--- config.mk ---
export PLATFORM = sky130hd
export DESIGN_NAME = sel_decoder
export DESIGN_NICKNAME = d
export VERILOG_FILES = /design/src/rtl/sel_decoder_pkg.sv /design/src/rtl/sel_decoder_onehot_comb.sv /design/src/rtl/sel_decoder.sv
export SDC_FILE = /design/constraint.sdc
export NUM_CORES = 1
export LEC_CHECK = 0
export CORE_ASPECT_RATIO = 0.75
export CORE_MARGIN = 1
export CORE_UTILIZATION = 36
export DETAILED_ROUTE_END_ITERATION = 8
export GPL_TIMING_DRIVEN = 0
export PLACE_DENSITY_LB_ADDON = 0.25
export SETUP_SLACK_MARGIN = 0.3
export SKIP_LAST_GASP = 1
export SYNTH_ARGS = -nofsm -noshare
export SYNTH_HDL_FRONTEND = slang
export SYNTH_SLANG_ARGS = --single-unit
export TNS_END_PERCENT = 10
--- constraint.sdc ---
create_clock -name clk -period 1.3 [get_ports clk]
set_input_delay 0.325 -clock clk [delete_from_list [all_inputs] [get_ports clk]]
set_output_delay 0.325 -clock clk [all_outputs]
set_load 0.01 [all_outputs]
--- src/rtl/sel_decoder_pkg.sv ---
// Shared definitions for the select decoder: parameter legality limits and a
// helper that tells whether a WIDTH/OUTS pairing can be built.
package sel_decoder_pkg;

  localparam int MAX_WIDTH = 8;

  // A configuration is buildable when the select fits the supported width and
  // the populated outputs fit within the binary range of the select.
  function automatic bit isLegalConfig(input int width, input int outs);
    bit legal;
    legal = 1'b1;
    if (width < 1 || width > MAX_WIDTH) legal = 1'b0;
    else if (outs < 1 || outs > (1 << width)) legal = 1'b0;
    return legal;
  endfunction

endpackage

--- src/rtl/sel_decoder_onehot_comb.sv ---
// Purely combinational binary-to-one-hot conversion. Produces one line per
// populated output plus a flag saying whether the select lands on one of them.
module sel_decoder_onehot_comb
  import sel_decoder_pkg::*;
#(
  parameter int WIDTH = 5,
  parameter int OUTS  = 1 << WIDTH
) (
  input  logic [WIDTH-1:0] sel_i,
  output logic [OUTS-1:0]  onehot_o,
  output logic             in_range_o
);

  // OUTS never exceeds 2^WIDTH, so one extra bit is enough to hold it and
  // compare against a zero-extended select without losing the top value.
  localparam logic [WIDTH:0] OUTS_W = (WIDTH + 1)'(OUTS);

  // Raise only the line whose index equals the select; an out-of-range select
  // matches no populated index and leaves every line low.
  always_comb begin
    onehot_o = '0;
    for (int i = 0; i < OUTS; i++) begin
      onehot_o[i] = (sel_i == WIDTH'(i));
    end
  end

  // The select is usable only when it addresses a populated output.
  always_comb begin
    in_range_o = ({1'b0, sel_i} < OUTS_W);
  end

endmodule

--- src/rtl/sel_decoder.sv ---
// Registered binary-to-one-hot decoder with enable gating, a valid flag and an
// out-of-range flag. Every output comes straight from a flop.
module sel_decoder
  import sel_decoder_pkg::*;
#(
  parameter int WIDTH = 5,
  parameter int OUTS  = 1 << WIDTH
) (
  input  logic             clk,
  input  logic             rst,
  input  logic             en,
  input  logic [WIDTH-1:0] sel,
  output logic [OUTS-1:0]  out,
  output logic             out_valid,
  output logic             range_err
);

  // Refuse to elaborate a configuration whose outputs cannot all be addressed
  // or whose select is wider than supported.
  if (!isLegalConfig(WIDTH, OUTS)) begin : g_param_check
    $fatal(1, "sel_decoder: illegal configuration WIDTH=%0d OUTS=%0d", WIDTH, OUTS);
  end

  logic [OUTS-1:0] onehot;
  logic            inRange;

  logic [OUTS-1:0] out_d, out_q;
  logic            valid_d, valid_q;
  logic            err_d, err_q;

  sel_decoder_onehot_comb #(
    .WIDTH (WIDTH),
    .OUTS  (OUTS)
  ) u_onehot (
    .sel_i      (sel),
    .onehot_o   (onehot),
    .in_range_o (inRange)
  );

  // Gate the decode with the enable; a disabled cycle clears everything rather
  // than holding the previous lane, and out_valid tracks a set lane exactly.
  always_comb begin
    out_d   = '0;
    valid_d = 1'b0;
    err_d   = 1'b0;
    if (en) begin
      out_d   = onehot;
      valid_d = inRange;
      err_d   = !inRange;
    end
  end

  // Output registers with synchronous reset that overrides enable and select.
  always_ff @(posedge clk) begin
    if (rst) begin
      out_q   <= '0;
      valid_q <= 1'b0;
      err_q   <= 1'b0;
    end else begin
      out_q   <= out_d;
      valid_q <= valid_d;
      err_q   <= err_d;
    end
  end

  assign out       = out_q;
  assign out_valid = valid_q;
  assign range_err = err_q;

endmodule

* Word level (Yosys, flattened, before mapping)
Cells that the tools add are included.
Storage, ports and cells: register bits after elaboration 33, input bits 8, word-level logic and storage cells 37
Cells by class: reductions and logical operators 2, mux-type cells 1, equal/unequal tests 31, bitwise gates (word level) 1
Operator list (count):
- $eq A5 B5 Y1 const B | 16
- $eq A5 B4 Y1 const B | 8
- $eq A5 B3 Y1 const B | 4
- $eq A5 B2 Y1 const B | 2
- $eq A5 B1 Y1 const B | 1
- $logic_not A5 Y1 | 1
- $reduce_or A2 Y1 | 1
- $mux W1 | 1
- $not A1 Y1 | 1

* Longest topological paths before layout
Gate-level depths: netlist of run 1.
depth after elaboration 2, depth in mapped cells 4, mapped depth without buffers 2

* Modules after synthesis
From an unflattened synthesis of run 1, not the netlist that was laid out.
Second synthesis, totals: cells, all modules 123, area, all modules 1256.2 µm²
By module, submodules not included:
- sel_decoder | cells an instance 74, times used 1, seq. area each 680.7 µm², area an instance 1023.5 µm²
- sel_decoder_onehot_comb | cells an instance 49, times used 1, seq. area each 0.0 µm², area an instance 232.7 µm²

* Least setup slack after synthesis of run 1
OpenSTA, ideal clock, no wires.
path type input to register, start in sel[4], end reg out_q[13], in the netlist out[13], cell stages on the path 4, slack 0.189 ns, data arrival time 1.038 ns, path buffers 2, required time 1.227 ns, setup time 0.073 ns, cells stage by stage or3b_1 -> buf_2 -> buf_6 -> nor3_2
On the way: word-level cells in the longest chain between the ends 1
Ends and longest elaborated chain:
- start, declared | RTL line sel_decoder.sv:12 | input logic [WIDTH-1:0] sel,
- $eq A5 B4 Y1 | RTL line sel_decoder_onehot_comb.sv:23 | onehot_o[i] = (sel_i == WIDTH'(i));
- end signal, assigned | RTL line sel_decoder.sv:60 | out_q <= out_d;
- end, declared | RTL line sel_decoder.sv:27 | logic [OUTS-1:0] out_d, out_q;
Every way passes these cells. A chain may end at the register's enable or synchronous reset.

* Worst setup path after layout of run 1
start reg out_q[29], in the netlist out[29], end out out[29]
RTL lines:
- end, declared | RTL line sel_decoder.sv:13 | output logic [OUTS-1:0] out,
No word-level cell between the ends.

==> results.md, run 1 <==
- Outcome: completed
- Pwr dens: 1190 nW/um2
- Detailed placement HPWL: 1460 um
- Hold crit path type: input pin to register
- Met3 global-route usage: 0.0952
- GR Layer Usage met1: 0.190
- Fin nets: 157
- Sequential fraction of the synthesis area: 0.649
- Register area: 673 um2
- Post-synth EDFFs: 0
- DRC viols: 0
- CTS sink count: 33
- Area of the multi-input gates: 367 um2
- Slowest stage delay, CP: 0.31 ns
- Critical path buffer and inverter count: 1
- Share of the synthesized area in the top cell type: 0.649
- Peak VDD IR: 0.000790 V
- FILL cells: 237
- First-pass GRT wire length: 3510 um
- Fin cells: 185
- Yosys top cell by area: dfxtp_1
- Final wirelength: 2350 um
- Syn_nets: 102
- Setup crit start kind: register
- Commonest non-fill, non-tap cell in the layout: buf_2
- TritonCTS buffer count: 5
- Routed Antenna Nets: 0
- Pin count of the biggest net entering global routing: 11
- Die area: 3050 um2
- Synth Area in Adders: 0
- H-tree depth: 2
- Cell Area, Synth: 1020 um2
- Compound-Gate Fraction of Synth Area: 0
- Levels on crit path: 1
- Mux cell area share after synthesis: 0
- Layout cells sized above 1: 0.591
- Commonest cells after routing, fill and taps aside: buf_2, dfxtp_1, buf_6, nor2_1, dfxtp_2
- CTS tree: built
- Yosys cell types: 24
- Antenna violations before repair: 0
- Synth warnings: 0
- Reported max-cap violation count: 0
- DP Worst Slack: -0.462 ns
- Clock Tree Root: clkbuf_8
- Final period util: 0.800
- Seq cells post-synth: 33
- CP required: 0.98 ns
- Via Count: 838
- ANT cells: 0
- GRT met2 Usage: 0.268
- Port bufs: 40
- Mean Syn Cell Area: 10.8 um2
- Fmax achieved: 0.962 GHz
- Pleak: 0.708 nW
- Final hold violation count: 0
- Placed Cells: 170
- Xor-xnor portion of the synthesized cell area: 0
- Ports: 42
- Gr ovfl total: 0
- Initial Util: 0.385
- CTS Buffer Depth: 2
- Post-Synth Simple-Gate Area: 0.290
- CP cell instances: buf_2
- Final slew viol count: 0
- Cell Rows: 16
- Routability cong.: 0.681
- Global-route usage over all layers: 0.167
- RSZ-0062 raised after global routing: yes
- Critical setup path kind: register to primary output
- Largest family of logic cells by synthesized area: simple AND/OR/NAND/NOR gates
- Worst setup EP type: primary output
- Die height: 48.1 um
- Area grow syn2layout: 58.2%
- Placed Instance Area: 1470 um2
- Core Footprint: 2640 um2
- CP Max Fanout: 1
- Top delay family on crit path: flip-flops
- Final Core Density: 0.610
- Arrival time at the worst endpoint: 0.71 ns
- Async set-or-reset flop fraction in the synthesized netlist: 0
- Post-route cell area: 1610 um2
- Die X: 63.4 um
- Number of global-route vias before repair: 754
- Wire per inst: 12.7 um
- Initial drt markers: 16
- Synth Instances: 94
- GRT busiest layer: met2
- WHS Path Cells: 2
- DR vias/cell: 4.53
- Fin worst setup slack: 0.260 ns
- CP max stage cell: dfxtp_1
- Most used DFF post-synth: dfxtp_1
- Area contributors post-synth: dfxtp_1, nor2_1, nor3_1
- Endpoints failing setup: 0
- Reg clk slew, reported paths: 0.06 ns
- First-pass iteration count of the detailed router: 4
- Post-layout min period: 1.04 ns
[per-layer routing]
layer / routed length [um] / share of wire
met5: 0 / 0
met4: 11 / 0.0047
met3: 174 / 0.074
met2: 1130 / 0.48
met1: 1030 / 0.44
[worst paths after layout]
| check | startpoint | endpoint | slack, ns |
|---|---|---|---|
| worst max-delay path | out[29]$_SDFF_PP0_ | out[29] | 0.26 |
| worst min-delay path | rst | out_valid$_SDFF_PP0_ | 0.18 |
[metrics by stage]
stage | setup TNS [ns] | hold slack, ns | power, mW
floorplan | 0 | 0.397 | 1.11
global placement | -10.05 | 0.889 | 1.17
detailed placement | -10.76 | 0.909 | 1.17
CTS | 0 | 0.184 | 1.93
global route | 0 | 0.167 | 2.01
finish | 0 | 0.182 | 1.92
[layout make-up]
class / count / area share
Multi-Input combinational cell: 51 / 0.227
Timing Repair Buffer: 48 / 0.222
Clock buffer: 7 / 0.0536
Tap cell: 36 / 0.0280
Buffer: 10 / 0.0512
Sequential cell: 33 / 0.418
[synth_stat cells, types with 2 or more instances]
library cell,number
dfxtp_1,33
nor2_1,17
nor3_1,9
clkbuf_1,5
nor4_1,4
nand4b_1,3
buf_2,2
buf_6,2
nand2_1,2
nand2b_1,2
or4b_1,2
[timing repair]
action                                  4_1_cts  5_1_grt
gates resized for setup                     183       19
setup buffers                                 7        0
hold buffers                                  0        0
cloned                                        1        0
hold endpoints to repair                      0        0
pin swaps                                     6        0
endpoints found under the setup margin       65       62
[power by group]
group	switching (mW)	internal (mW)	total, mW	leakage, nW
Sequential	0.00228	1.02	1.02	0.271
Combinational	0.0837	0.0761	0.160	0.393
Clock	0.319	0.419	0.737	0.0443
Total	0.405	1.51	1.92	0.708
[registers in the layout (all words and copies together) (netlist names)]
name,count
out_valid,1
out,32
[logic make-up after synthesis]
| logic type | after synthesis |
|---|---|
| and+or+nand+nor | 50 |
| DFF | 33 |
| buffers and inverters | 10 |
| other | 1 |
Power figures use the tool's default switching activity.
==> inputs of run 2 (changes only) <==
Clock period 1.3 ns to 0.9 ns, I/O delays scaled along.
==> results.md, run 2 (synthesis gave the netlist of run 1 again) <==
- Fmax achieved: 1.07 GHz
- Max reg flops: 32 (unchanged)
- Arrival time at the worst endpoint: 0.71 ns (about the same)
- DR vias/cell: 4.43 (-2.2%)
- Layout cells sized above 1: 0.566 (-0.0251)
- CTS Buffer Depth: 2 (unchanged)
- Critical setup path kind: register to primary output
- Pin count of the biggest net entering global routing: 11 (unchanged)
- CP cell instances: buf_2
- Final Core Density: 0.596 (-0.0142)
- Outcome: finished with violations
- Worst setup EP type: primary output
- Initial drt markers: 5 (-11)
- Endpoints failing setup: 33 (+33)
- DRC viols: 0 (unchanged)
- CP Max Fanout: 1 (unchanged)
- Antenna violations before repair: 0 (unchanged)
- Die height: 48.1 um (unchanged)
- Wire per inst: 11.6 um (-8.4%)
- Total negative slack: -0.660 ns (-0.660 ns)
- Slowest stage delay, CP: 0.31 ns (about the same)
- CP max stage cell: dfxtp_1
- Post-layout min period: 0.933 ns
- H-tree depth: 2 (unchanged)
- Commonest non-fill, non-tap cell in the layout: buf_2
- Core Footprint: 2640 um2 (unchanged)
- Die area: 3050 um2 (unchanged)
- Gr ovfl total: 0 (unchanged)
- Critical path buffer and inverter count: 1 (unchanged)
- Clock Tree Root: clkbuf_8
- Final hold violation count: 0 (unchanged)
- First-pass GRT wire length: 2970 um (-15%)
- Reported max-cap violation count: 0 (unchanged)
- Peak VDD IR: 0.000935 V (+18%)
- Final slew viol count: 0 (unchanged)
- Routability cong.: 0.698 (+2.5%)
- Setup crit start kind: register
- CTS tree: built
- Initial Util: 0.385 (unchanged)
- Pleak: 0.695 nW (-1.8%)
- Cell Rows: 16 (unchanged)
- Via Count: 802 (-4.3%)
- CTS sink count: 33 (unchanged)
- Placed Instance Area: 1470 um2 (unchanged)
- Fin worst setup slack: -0.0332 ns (-0.294 ns)
- Failing checks: setup timing
- CTS hold repair buffers: 0 (unchanged)
- CP required: 0.67 ns (-0.31 ns)
- Routed Antenna Nets: 0 (unchanged)
- Detailed placement HPWL: 1400 um (-4.3%)
- TritonCTS buffer count: 5 (unchanged)
- Top delay family on crit path: flip-flops
- Reg clk slew, reported paths: 0.06 ns (about the same)
- Die X: 63.4 um (unchanged)
- RSZ-0062 raised after global routing: yes
- Commonest cells after routing, fill and taps aside: buf_2, dfxtp_1, buf_6, nor2_1, dfxtp_2
- Final wirelength: 2110 um (-10%)
- Area grow syn2layout: 54.5%
- Final period util: 1.04
- Ports: 42 (unchanged)
- Global-route usage over all layers: 0.138 (-0.0291)
- Number of global-route vias before repair: 640 (-15%)
- FILL cells: 256 (+8.0%)
- Post-route cell area: 1570 um2 (-2.3%)
- DP Worst Slack: -0.748 ns (-0.286 ns)
- Pwr dens: 1750 nW/um2 (+47%)
- ANT cells: 0 (unchanged)
- Hold crit path type: input pin to register
- First-pass iteration count of the detailed router: 4 (unchanged)
- Fin nets: 153 (-2.5%)
- Port bufs: 40 (unchanged)
[run 2: changes by cell type in the layout (fill, tap and decap cells not counted), sizes merged]
cell	previous run	this run
buf	53	47
clkbuf	10	14
clkdlybuf4s15	2	0
[run 2: where the power goes]
part	internal (mW)	switching (mW)	leakage (nW)	total, mW
clock network	0.605	0.456	0.0443	1.06
registers	1.47	0.00288	0.272	1.47
logic	0.106	0.106	0.379	0.212
[run 2: timing repair]
action,in CTS,in global routing
gates cloned,1,0
gates resized for setup,173,31
buffers inserted,3,0
setup endpoints to repair,66,65
pin swaps,8,6
[run 2: final cells by class]
| class | instances | area (um2) | share of cell area |
|---|---|---|---|
| Tap cell | 36 | 45.0 | 0.0286 |
| Buffer | 10 | 83.8 | 0.0533 |
| Clock buffer | 7 | 86.3 | 0.0548 |
| Sequential cell | 33 | 676 | 0.429 |
| Multi-Input combinational cell | 51 | 335 | 0.213 |
| Timing Repair Buffer | 44 | 348 | 0.221 |
[run 2: layer usage]
metal	part of all wire	GRT usage	wire length, um	up-vias
met5	0	0	0	-
met4	0.019	0.109	40	0
met3	0.068	0.0476	143	4
met2	0.45	0.202	952	31
met1	0.46	0.172	968	355
li1	-	-	-	412
[run 2: path summary, 6_finish.rpt]
path	start	end	slack, ns	cells after the start
worst min-delay path	rst	out_valid$_SDFF_PP0_	0.1	2
worst max-delay path	out[3]$_SDFF_PP0_	out[3]	-0.03	1
[run 2: metrics by stage]
stage | std cells | hold WS [ns] | power, mW
global route | 181 | 0.0857 | 2.85
global placement | 170 | 0.786 | 1.68
CTS | 181 | 0.0870 | 2.76
finish | 181 | 0.0956 | 2.75
floorplan | 94 | 0.297 | 1.61
detailed placement | 170 | 0.801 | 1.68
==> inputs of run 3 (changes only) <==
Settings changed: SETUP_SLACK_MARGIN 0.3 to 0.1.
==> results.md, run 3 (synthesis gave the netlist of run 1 again) <==
- Pleak: 0.707 nW (+1.6%)
- Initial Util: 0.385 (unchanged)
- Sw frac: 0.213 (+0.00778)
- Min-Delay Startpoint: rst
- Placed Instance Area: 1470 um2 (unchanged)
- First-pass GRT wire length: 3510 um (+18%)
- Arrival time at the worst endpoint: 0.72 ns (about the same)
- Port bufs: 40 (unchanged)
- Pwr Total: 2.78 mW (+1.1%)
- CTS sink count: 33 (unchanged)
- Critical path buffer and inverter count: 1 (unchanged)
- Detailed placement HPWL: 1460 um (+4.4%)
- Number of global-route vias before repair: 754 (+18%)
- ANT cells: 0 (unchanged)
- Slowest stage delay, CP: 0.32 ns (about the same)
- Die X: 63.4 um (unchanged)
- Gr ovfl total: 0 (unchanged)
- Final hold violation count: 0 (unchanged)
- Pwr dens: 1730 nW/um2 (-1.0%)
- Fmax achieved: 1.06 GHz (-1.1%)
- Max reg flops: 32 (unchanged)
- Ports: 42 (unchanged)
- H-tree depth: 2 (unchanged)
- TritonCTS buffer count: 5 (unchanged)
- Hold crit path type: input pin to register
- Critical Path Start: out[17]$_SDFF_PP0_
- CP Max Fanout: 1 (unchanged)
- Outcome: finished with violations
- Core Footprint: 2640 um2 (unchanged)
- Final slew viol count: 0 (unchanged)
- Post-layout min period: 0.943 ns (+0.0101 ns)
- Tightest hold margin: 0.0782 ns (-0.0174 ns)
- Via Count: 841 (+4.9%)
- CP max stage cell: dfxtp_2
- Clock Tree Root: clkbuf_8
- Critical setup path kind: register to primary output
- Fin worst setup slack: -0.0432 ns (-0.0101 ns)
- Endpoints failing setup: 35 (+6.1%)
- Placed Cells: 170 (unchanged)
- DRC viols: 0 (unchanged)
- Area grow syn2layout: 57.9%
- RSZ-0062 raised after global routing: yes
- Layout cells sized above 1: 0.608 (+0.0426)
- Commonest cells after routing, fill and taps aside: buf_2, dfxtp_1, buf_6, nor2_1, dfxtp_2
- Part of the power in registers: 0.531 (-0.006)
- Final wirelength: 2370 um (+13%)
- Failing checks: setup timing
- CP required: 0.67 ns (about the same)
- Fin nets: 156 (+2.0%)
- Setup crit start kind: register
- Pin count of the biggest net entering global routing: 11 (unchanged)
- Worst setup EP type: primary output
- Cell Rows: 16 (unchanged)
- CTS tree: built
- Wire per inst: 12.9 um (+11%)
- Die area: 3050 um2 (unchanged)
- Top delay family on crit path: flip-flops
- Final Core Density: 0.608 (+0.0128)
- CP cell instances: buf_6
- FILL cells: 239 (-6.6%)
- End of the worst hold path: out_valid$_SDFF_PP0_
- Routability cong.: 0.681 (-2.4%)
- Clk pwr share: 0.386 (about the same)
- Initial drt markers: 22 (+17)
- CTS Buffer Depth: 2 (unchanged)
- Post-route cell area: 1610 um2 (+2.1%)
- Reg clk slew, reported paths: 0.06 ns (about the same)
- Routed Antenna Nets: 0 (unchanged)
- Commonest non-fill, non-tap cell in the layout: buf_2
- Die height: 48.1 um (unchanged)
- Pint: 2.19 mW (+0.11%)
- Peak VDD IR: 0.00114 V (+22%)
- Global-route usage over all layers: 0.167 (+0.0291)
- WHS Path Cells: 2 (unchanged)
- Net Switching: 0.592 mW (+4.9%)
- First-pass iteration count of the detailed router: 4 (unchanged)
- Final period util: 1.05 (+0.0112)
- Fin cells: 184 (+1.7%)
- DR vias/cell: 4.57 (+3.2%)
- Antenna violations before repair: 0 (unchanged)
- Reported max-cap violation count: 0 (unchanged)
- Comb power frac: 0.083 (+0.006)
## run 3: cell count changes in the layout (fill, tap and decap cells not counted), sizes merged
cell	previous run	this run
clkbuf	14	9
buf	47	54
clkdlybuf4s15	0	1
## run 3: final cells by class
type / instances / area, um2 / area share
flip-flops and latches: 33 / 673 / 0.419
multi-input cells: 51 / 372 / 0.231
repair buffers: 48 / 353 / 0.219
clock buffers: 7 / 86.3 / 0.0537
plain buffers: 9 / 78.8 / 0.0490
well taps: 36 / 45.0 / 0.0280
## run 3: power by group through the flow
stage | clock, mW | combinational (mW) | sequential [mW]
after floorplan | 0 | 0.0948 | 1.51
after global placement | 0 | 0.178 | 1.51
after detailed placement | 0 | 0.181 | 1.51
after CTS | 1.09 | 0.214 | 1.47
after global routing | 1.17 | 0.247 | 1.48
final | 1.07 | 0.231 | 1.48
## run 3: worst max-delay path by stage
stage | endpoint | slack [ns] | cells after the start
finish | out[17] | -0.04 | 1
global route | out[16] | -0.07 | 1
CTS | out[17] | -0.05 | 1
detailed placement | out[25]$_SDFF_PP0_ | -0.76 | 4
global placement | out[25]$_SDFF_PP0_ | -0.74 | 4
floorplan | out[13]$_SDFF_PP0_ | -0.11 | 4
## run 3: routing by layer
layer	part of all wire	vias up	routed length [um]	track usage
met5	0	-	0	0
met4	0.020	0	47	0.0682
met3	0.072	6	171	0.0952
met2	0.46	32	1100	0.268
met1	0.44	385	1050	0.190
li1	-	418	-	-
## run 3: per-stage QoR
step	worst slack (ns)	setup TNS [ns]
after floorplan	-0.111	-1.45
after global placement	-0.739	-24.18
after detailed placement	-0.762	-25.03
after CTS	-0.0461	-1.32
after global routing	-0.0686	-2.09
final	-0.0432	-0.951
## run 3: repair_timing
item / in CTS / in global routing
hold buffers: 0 / 0
buffers inserted: 7 / 0
pin swaps: 6 / 1
resized for setup: 183 / 22
endpoints found under the setup margin: 65 / 65
cloned: 1 / 0
